### config.mk
export PLATFORM = sky130hd
export DESIGN_NAME = prio_select_arbiter
export DESIGN_NICKNAME = d
export VERILOG_FILES = /design/src/rtl/prio_select_arbiter.sv
export SDC_FILE = /design/constraint.sdc
export NUM_CORES = 1
export LEC_CHECK = 0
export CAP_MARGIN = 20
export CORE_ASPECT_RATIO = 0.6
export CORE_UTILIZATION = 54
export CTS_CLUSTER_DIAMETER = 200
export DETAILED_ROUTE_END_ITERATION = 10
export PLACE_DENSITY = 0.91
export SYNTH_ARGS = -nofsm -noshare
export SYNTH_HDL_FRONTEND = slang
export SYNTH_SLANG_ARGS = --single-unit
### constraint.sdc
create_clock -name clk -period 3.84 [get_ports clk]
set_clock_uncertainty 0.2 [all_clocks]
set_input_delay 0.768 -clock clk [delete_from_list [all_inputs] [get_ports clk]]
set_output_delay 0.768 -clock clk [all_outputs]
set_load 0.005 [all_outputs]
### src/rtl/prio_select_arbiter.sv
// N-way valid/ready arbiter: lowest index wins, with per-requester wait counters
// that promote starving requesters. The winning beat lands in a one-stage output register.
module prio_select_arbiter #(
  parameter int unsigned N        = 4,
  parameter int unsigned WIDTH    = 8,
  parameter int unsigned MAX_WAIT = 3,
  localparam int unsigned GW      = (N > 1) ? $clog2(N) : 1
) (
  input  logic             clk,
  input  logic             rst,
  input  logic [N*WIDTH-1:0] in_data,
  input  logic [N-1:0]     in_valid,
  output logic [N-1:0]     in_ready,
  output logic [WIDTH-1:0] out_data,
  output logic [GW-1:0]    out_grant,
  output logic             out_valid,
  input  logic             out_ready
);

  localparam logic [7:0] MaxWait = 8'(MAX_WAIT);

  logic [7:0]       cnt_q [N];
  logic [7:0]       cnt_d [N];
  logic [WIDTH-1:0] out_data_q, out_data_d;
  logic [GW-1:0]    out_grant_q, out_grant_d;
  logic             out_valid_q, out_valid_d;

  logic [N-1:0]     starving;
  logic             win_found;
  logic [GW-1:0]    win_idx;
  logic             load;
  logic             xfer;

  always_comb begin
    starving = '0;
    for (int i = 0; i < N; i++) begin
      starving[i] = in_valid[i] && (MAX_WAIT != 0) && (cnt_q[i] == MaxWait);
    end
  end

  // Descending scan so the lowest matching index is the last assignment.
  always_comb begin
    win_found = 1'b0;
    win_idx   = '0;
    for (int i = N - 1; i >= 0; i--) begin
      if ((|starving) ? starving[i] : in_valid[i]) begin
        win_found = 1'b1;
        win_idx   = GW'(i);
      end
    end
  end

  assign load = !out_valid_q || out_ready;
  assign xfer = load && win_found && !rst;

  always_comb begin
    in_ready = '0;
    for (int i = 0; i < N; i++) begin
      in_ready[i] = xfer && (win_idx == GW'(i));
    end
  end

  always_comb begin
    out_valid_d = out_valid_q;
    out_data_d  = out_data_q;
    out_grant_d = out_grant_q;
    if (load) begin
      out_valid_d = win_found;
      if (win_found) begin
        out_grant_d = win_idx;
        for (int i = 0; i < N; i++) begin
          if (win_idx == GW'(i)) out_data_d = in_data[i*WIDTH +: WIDTH];
        end
      end
    end
  end

  // Counters never exceed MaxWait, so the saturating increment cannot wrap.
  always_comb begin
    for (int i = 0; i < N; i++) begin
      cnt_d[i] = cnt_q[i];
      if (!in_valid[i]) begin
        cnt_d[i] = 8'd0;
      end else if (xfer) begin
        if (win_idx == GW'(i)) begin
          cnt_d[i] = 8'd0;
        end else begin
          cnt_d[i] = (cnt_q[i] >= MaxWait) ? MaxWait : cnt_q[i] + 8'd1;
        end
      end
    end
  end

  always_ff @(posedge clk) begin
    if (rst) begin
      out_valid_q <= 1'b0;
      out_data_q  <= '0;
      out_grant_q <= '0;
      for (int i = 0; i < N; i++) cnt_q[i] <= 8'd0;
    end else begin
      out_valid_q <= out_valid_d;
      out_data_q  <= out_data_d;
      out_grant_q <= out_grant_d;
      for (int i = 0; i < N; i++) cnt_q[i] <= cnt_d[i];
    end
  end

  assign out_valid = out_valid_q;
  assign out_data  = out_data_q;
  assign out_grant = out_grant_q;

endmodule

==> results of run 1 <==
routing by layer:
| layer | wire (µm) | vias to the layer above |
|---|---|---|
| li1 | - | 1168 |
| met1 | 3090 | 1154 |
| met2 | 2810 | 147 |
| met3 | 749 | 13 |
| met4 | 82 | 0 |
| met5 | 0 | - |
power breakdown:
group / internal (mW) / switching [mW]
clock network: 0.191 / 0.149
logic: 0.102 / 0.0891
registers: 0.459 / 0.00880
logic make-up (layout without fill, tap and decap cells):
logic type / after synthesis / count (layout) / synth area share
and+or+nand+nor: 107 / 107 / 0.255
AOI/OAI and AO/OA: 105 / 105 / 0.306
DFF: 43 / 43 / 0.366
adders and majority gates: 4 / 4 / 0.0213
muxes: 1 / 1 / 0.00426
buffers and inverters: 20 / 82 / 0.0473
layout make-up:
type	instances	area, µm²
clock buffers	6	72.6
well taps	60	75.1
inverters	5	18.8
repair buffers	70	663
flip-flops and latches	43	861
multi-input cells	217	1390
fillers	316	1030
clock inverters	1	30.0
synthesized netlist by cell type (3+ instances only):
library cell	instances
o21ai_0	25
a21o_1	8
ha_1	4
nor3_1	3
a31oi_1	10
a41oi_1	5
a22o_1	8
clkbuf_1	6
nand2_1	24
dfxtp_1	43
buf_4	3
nand4_1	8
a21oi_1	29
o311ai_0	3
inv_1	5
nor4_4	3
nor2b_1	5
nand3_1	6
and3_1	15
buf_6	3
nor2_1	31
cell usage in the layout, fill, tap and decap left out, drive strengths merged, types with 3 or more instances in the layout:
cell / n
o21ai: 28
nor2: 31
o311ai: 3
and3: 15
nand3: 6
inv: 5
a21o: 9
clkbuf: 6
clkdlybuf4s50: 51
and4: 3
nor4: 4
nor3: 3
a41oi: 5
a31oi: 10
dfxtp: 43
buf: 17
a21oi: 30
a22o: 8
nand4: 9
nor2b: 5
nand2: 24
ha: 4
flip-flops by register name, summed over array words and instances (netlist names):
register   flops
cnt_q         32
out_valid      1
out_grant      2
out_data       8
timing repair:
| action | CTS | global route |
|---|---|---|
| resized for setup | 0 | 5 |
| hold buffers | 0 | 0 |
| hold endpoints to repair | 0 | 0 |
| endpoints found under the setup margin | 0 | 4 |
metrics by stage:
step	std cells	hold slack [ns]	utilization	cell area, µm²
6_report	402	0.248	0.751	3110
5_1_grt	402	0.282	0.751	3110
4_1_cts	402	0.247	0.747	3100
3_5_place_dp	395	0.235	0.722	2990
3_3_place_gp	395	0.231	0.722	2990
2_1_floorplan	280	0.222	-	2350
worst max-delay path, stage by stage:
cell,delay (ns)
clkdlybuf4s50_1,0.43
and4_4,0.18
o311a_4,0.38
a21oi_2,0.16
nand2_1,0.17
nor2_1,0.18
clkdlybuf4s50_1,0.52
worst max path at each step:
stage	to	startpoint	cells after the start
4_1_cts	in_ready[1]	in_valid[1]	7
3_5_place_dp	in_ready[1]	in_valid[1]	7
3_3_place_gp	in_ready[3]	in_valid[0]	7
6_report	in_ready[0]	in_valid[2]	7
5_1_grt	in_ready[3]	in_valid[2]	7
2_1_floorplan	in_ready[2]	in_valid[1]	6
==> results.py, run 1 <==
metrics = {
    "logic_synthesis": {
        "synth_largest_area_cell": "dfxtp_1",
        "ys_ff_latch": 43,
        "syn_nets": 323,
        "synth_area_per_cell_um2": 8.40,
        "synth_area_mm2": 0.00235,
        "synth_edf_count": 0,
        "syn_inst": 280,
        "yosysWarnings": 0,
        "synth_area_leaders": "dfxtp_1 (37%), a21oi_1 (6.2%), o21ai_0 (5.3%)",
        "ys.flop_type": "dfxtp_1",
        "seq_area_frac_synth": 0.366,
        "ys_types": 47,
        "synthArstFlopShare": 0,
        "synth_top_area_frac": 0.366,
    },
    "sta": {
        "relSlewSlack": 0.622,
        "fin_tns_setup_ns": 0,
        "hold_viol": 0,
        "setup_slack_ns": 0.0822,
        "finalSetupViolCount": 0,
        "worstMarginPinSlew_ns": 0.567,
        "timing.final.crit_share": 0.979,
        "max_freq_mhz": 266,
        "fin_crit_ns": 3.76,
        "rsz0062_at_grt": "no",
        "drv_slew": 0,
    },
    "setup_path": {
        "cp_max_fo": 4,
        "cp.required_ns": 2.87,
        "arrival_ns": 2.79,
        "cp-end-kind": "output port",
        "ff2ff_path_depth": 7,
        "r2r-start": "cnt_q[2][0]$_SDFFE_PP0P_",
        "regToRegSetupSlack_ns": 1.31,
        "critical_path_class": "in2out",
        "rr_endpoint": "cnt_q[0][0]$_SDFFE_PP0P_",
        "critPathLaunchType": "input port",
    },
    "floorplanning": {
        "dieArea_mm2": 0.00463,
        "pin_count": 54,
        "initial_utilization": 0.568,
        "die_h_um": 53.1,
        "die-width_um": 87.2,
        "coreArea_mm2": 0.00414,
        "row_count": 18,
    },
    "global_routing": {
        "grtUsageTotal": 0.305,
        "grt.met3_usage": 0.0811,
        "grtUsageMet1": 0.438,
        "antenna_found_initial": 0,
        "grt_remaining_overflow": 0,
        "busiest_layer": "met2",
        "grt_pass1_vias": 2129,
        "grt_pass1_wl_um": 10600,
        "grt_max_degree": 21,
        "use_met2": 0.457,
    },
    "hold_path": {
        "min-delay-start": "cnt_q[0][6]$_SDFFE_PP0P_",
        "holdPathStages": 2,
        "hold_end": "cnt_q[0][6]$_SDFFE_PP0P_",
        "hp-class": "reg2reg",
    },
    "clocking": {
        "cts_tree": "done",
        "clk_pin_slew_ns": 0.08,
        "cts_buffers": 5,
        "postCtsSetupRepairBufs": 0,
        "cts-htree-levels": 2,
        "root_buffer": "clkbuf_8",
        "clock_sinks": 43,
        "max-clock-path-buffers": 2,
        "clock_latency_ns": 0.29,
    },
    "final_layout": {
        "fin_nets": 385,
        "diodes": 0,
        "area_growth_pct": 32.3,
        "drive_gt1_frac": 0.126,
    },
    "placement": {
        "dpl.hpwl_um": 4910,
        "io_buffers": 53,
        "place_ws_ns": 0.0337,
        "routabilityCongestion": 0.944,
    },
    "detailed_routing": {
        "drcViolationCount": 0,
        "vias_per_cell": 6.17,
        "vias": 2482,
        "wire_per_inst_um": 16.7,
        "drt_iter0_markers": 190,
        "wl_um": 6730,
        "firstDrtPassIters": 5,
        "route.antenna.remaining_nets": 0,
    },
    "flow_run": {
        "maxCapViolations": 0,
    },
    "power_and_ir_drop": {
        "peakVddDrop_mv": 0.274,
        "p_leak_nw": 1.30,
        "p_per_area_mw_per_mm2": 321,
        "finalPower_mw": 0.999,
    },
    "run_status": {
        "run_status": "finished, final reports clean",
    },
}
Note: power is estimated with default switching activity, not from simulation.
==> inputs of run 2 (changes only) <==
- CORE_MARGIN: unset -> 1.5
- GPL_TIMING_DRIVEN: unset -> 0
==> run 2 against run 1 <==
Largest cell class unchanged. Fmax is 0.51% lower. Non-clock buffer count shrank 3. Critical endpoint is now in_ready[2]. Critical path type unchanged. Flip-flop and latch count stayed put. Setup slack worse by 0.019 ns. Die area is 3.1% higher. Hold slack improved by 0.012 ns.
==> results.py, run 2 (synthesis results as in run 1) <==
metrics = {
    "clocking": {
        "cts_buffers": 5,
        "clock_latency_ns": 0.30,
        "postCtsSetupRepairBufs": 0,
        "clk_pin_slew_ns": 0.08,
        "cts-htree-levels": 2,
        "clock_sinks": 43,
        "cts_tree": "done",
        "root_buffer": "clkbuf_8",
        "max-clock-path-buffers": 2,
    },
    "final_layout": {
        "top_register": "cnt_q",
        "drive_gt1_frac": 0.103,
        "multiInputGateArea_mm2": 0.00141,
        "nFillCells": 356,
        "largest_reg_flops": 32,
        "final_cell_mix": "clkdlybuf4s50_1 (49), dfxtp_1 (43), nor2_1 (31), a21oi_1 (29), o21ai_0 (25)",
        "diodes": 0,
        "seq_area_um2": 861,
        "mostFrequentLayoutCell": "clkdlybuf4s50_1",
        "postLayoutCoreUtil": 0.741,
        "area_growth_pct": 30.5,
        "fin_nets": 382,
    },
    "global_routing": {
        "grt_remaining_overflow": 0,
        "antenna_found_initial": 0,
        "grt_pass1_wl_um": 10800,
        "grtUsageTotal": 0.307,
        "grt_max_degree": 14,
        "grt_pass1_vias": 2240,
    },
    "sta": {
        "drv_slew": 0,
        "relSlewSlack": 0.596,
        "rsz0062_at_grt": "no",
        "fin_tns_setup_ns": 0,
        "max_freq_mhz": 265,
        "worstMarginPinSlew_ns": 0.604,
        "timing.final.crit_share": 0.984,
        "fin_crit_ns": 3.78,
        "hold_viol": 0,
        "finalSetupViolCount": 0,
    },
    "placement": {
        "dpl.hpwl_um": 5140,
        "io_buffers": 52,
        "routabilityCongestion": 0.925,
    },
    "floorplanning": {
        "dieArea_mm2": 0.00477,
        "coreArea_mm2": 0.00414,
        "die-width_um": 88.2,
        "initial_utilization": 0.568,
        "pin_count": 54,
        "die_h_um": 54.1,
        "row_count": 18,
    },
    "detailed_routing": {
        "wl_um": 7010,
        "firstDrtPassIters": 8,
        "vias_per_cell": 6.24,
        "drcViolationCount": 0,
        "route.antenna.remaining_nets": 0,
        "drt_iter0_markers": 276,
        "wire_per_inst_um": 17.5,
        "vias": 2495,
    },
    "setup_path": {
        "crit_end": "in_ready[2]",
        "regToRegSetupSlack_ns": 1.47,
        "startpoint": "in_valid[0]",
        "critical_path_class": "in2out",
        "ff2ff_path_depth": 6,
        "rr_endpoint": "out_data[0]$_SDFFE_PP0P_",
        "cp.required_ns": 2.87,
        "critPathLaunchType": "input port",
        "cp-end-kind": "output port",
        "r2r-start": "cnt_q[2][0]$_SDFFE_PP0P_",
        "cp_max_fo": 10,
        "arrival_ns": 2.81,
    },
    "hold_path": {
        "holdPathStages": 2,
        "hp-class": "reg2reg",
    },
    "power_and_ir_drop": {
        "p_per_area_mw_per_mm2": 315,
        "peakVddDrop_mv": 0.242,
        "p_leak_nw": 1.25,
    },
    "run_status": {
        "run_status": "finished, final reports clean",
    },
    "flow_run": {
        "maxCapViolations": 0,
    },
}
run 2: cell count changes in the layout (fill, tap and decap cells not counted), sizes merged:
cell and change:
clkbuf +7, clkdlybuf4s50 -2, buf -8, dlymetal6s2s -2, clkdlybuf4s15 +1, dlygate4sd2 +2
bufinv -1, clkinv +1
run 2: metal layers:
metal,vias to the layer above,track usage,share of wire
li1,1165,-,-
met1,1185,0.430,0.47
met2,127,0.467,0.42
met3,18,0.0721,0.093
met4,0,0.102,0.018
met5,-,0,0
run 2: what timing repair did:
| item | 4_1_cts | 5_1_grt |
|---|---|---|
| hold buffers | 0 | 0 |
| gates resized for setup | 8 | 3 |
| cloned | 0 | 0 |
| setup endpoints to repair | 4 | 4 |
| pin swaps | 0 | 1 |
| endpoints found under the hold margin | 0 | 0 |
run 2: final cells by class:
class | count | area share
Tap cell | 60 | 0.0244
Clock buffer | 7 | 0.0281
Sequential cell | 43 | 0.280
Clock inverter | 1 | 0.00285
Timing Repair Buffer | 52 | 0.169
Buffer | 15 | 0.0318
Inverter | 5 | 0.00611
Multi-Input combinational cell | 217 | 0.458
run 2: per-stage QoR:
| stage | worst slack, ns | cells | area, µm² | total power, mW | hold slack [ns] |
|---|---|---|---|---|---|
| CTS | 0.0717 | 400 | 3070 | 0.965 | 0.257 |
| floorplan | 0.970 | 280 | 2350 | 0.569 | 0.222 |
| global placement | -0.283 | 392 | 2950 | 0.657 | 0.229 |
| detailed placement | -0.295 | 392 | 2950 | 0.662 | 0.245 |
| global route | 0.00579 | 400 | 3070 | 1.00 | 0.291 |
| finish | 0.0630 | 400 | 3070 | 0.967 | 0.260 |
run 2: report_power, final:
| group | switching, mW | internal [mW] |
|---|---|---|
| Clock | 0.159 | 0.147 |
| Sequential | 0.0105 | 0.459 |
| Combinational | 0.0911 | 0.0995 |
run 2: worst max-delay path: stages:
cell and delay, ns:
clkdlybuf4s15_1 0.30, or3b_1 0.44, a41oi_2 0.23, o211a_1 0.23
buf_4 0.20, and2_1 0.14, clkdlybuf4s50_1 0.49
run 2: worst min-delay path by stage:
stage,start,endpoint,slack (ns)
after CTS,cnt_q[0][5]$_SDFFE_PP0P_,cnt_q[0][5]$_SDFFE_PP0P_,0.26
final,cnt_q[0][5]$_SDFFE_PP0P_,cnt_q[0][5]$_SDFFE_PP0P_,0.26
after floorplan,cnt_q[0][6]$_SDFFE_PP0P_,cnt_q[0][6]$_SDFFE_PP0P_,0.22
after detailed placement,cnt_q[0][5]$_SDFFE_PP0P_,cnt_q[0][5]$_SDFFE_PP0P_,0.25
after global placement,cnt_q[0][5]$_SDFFE_PP0P_,cnt_q[0][5]$_SDFFE_PP0P_,0.23
after global routing,cnt_q[0][6]$_SDFFE_PP0P_,cnt_q[0][6]$_SDFFE_PP0P_,0.29
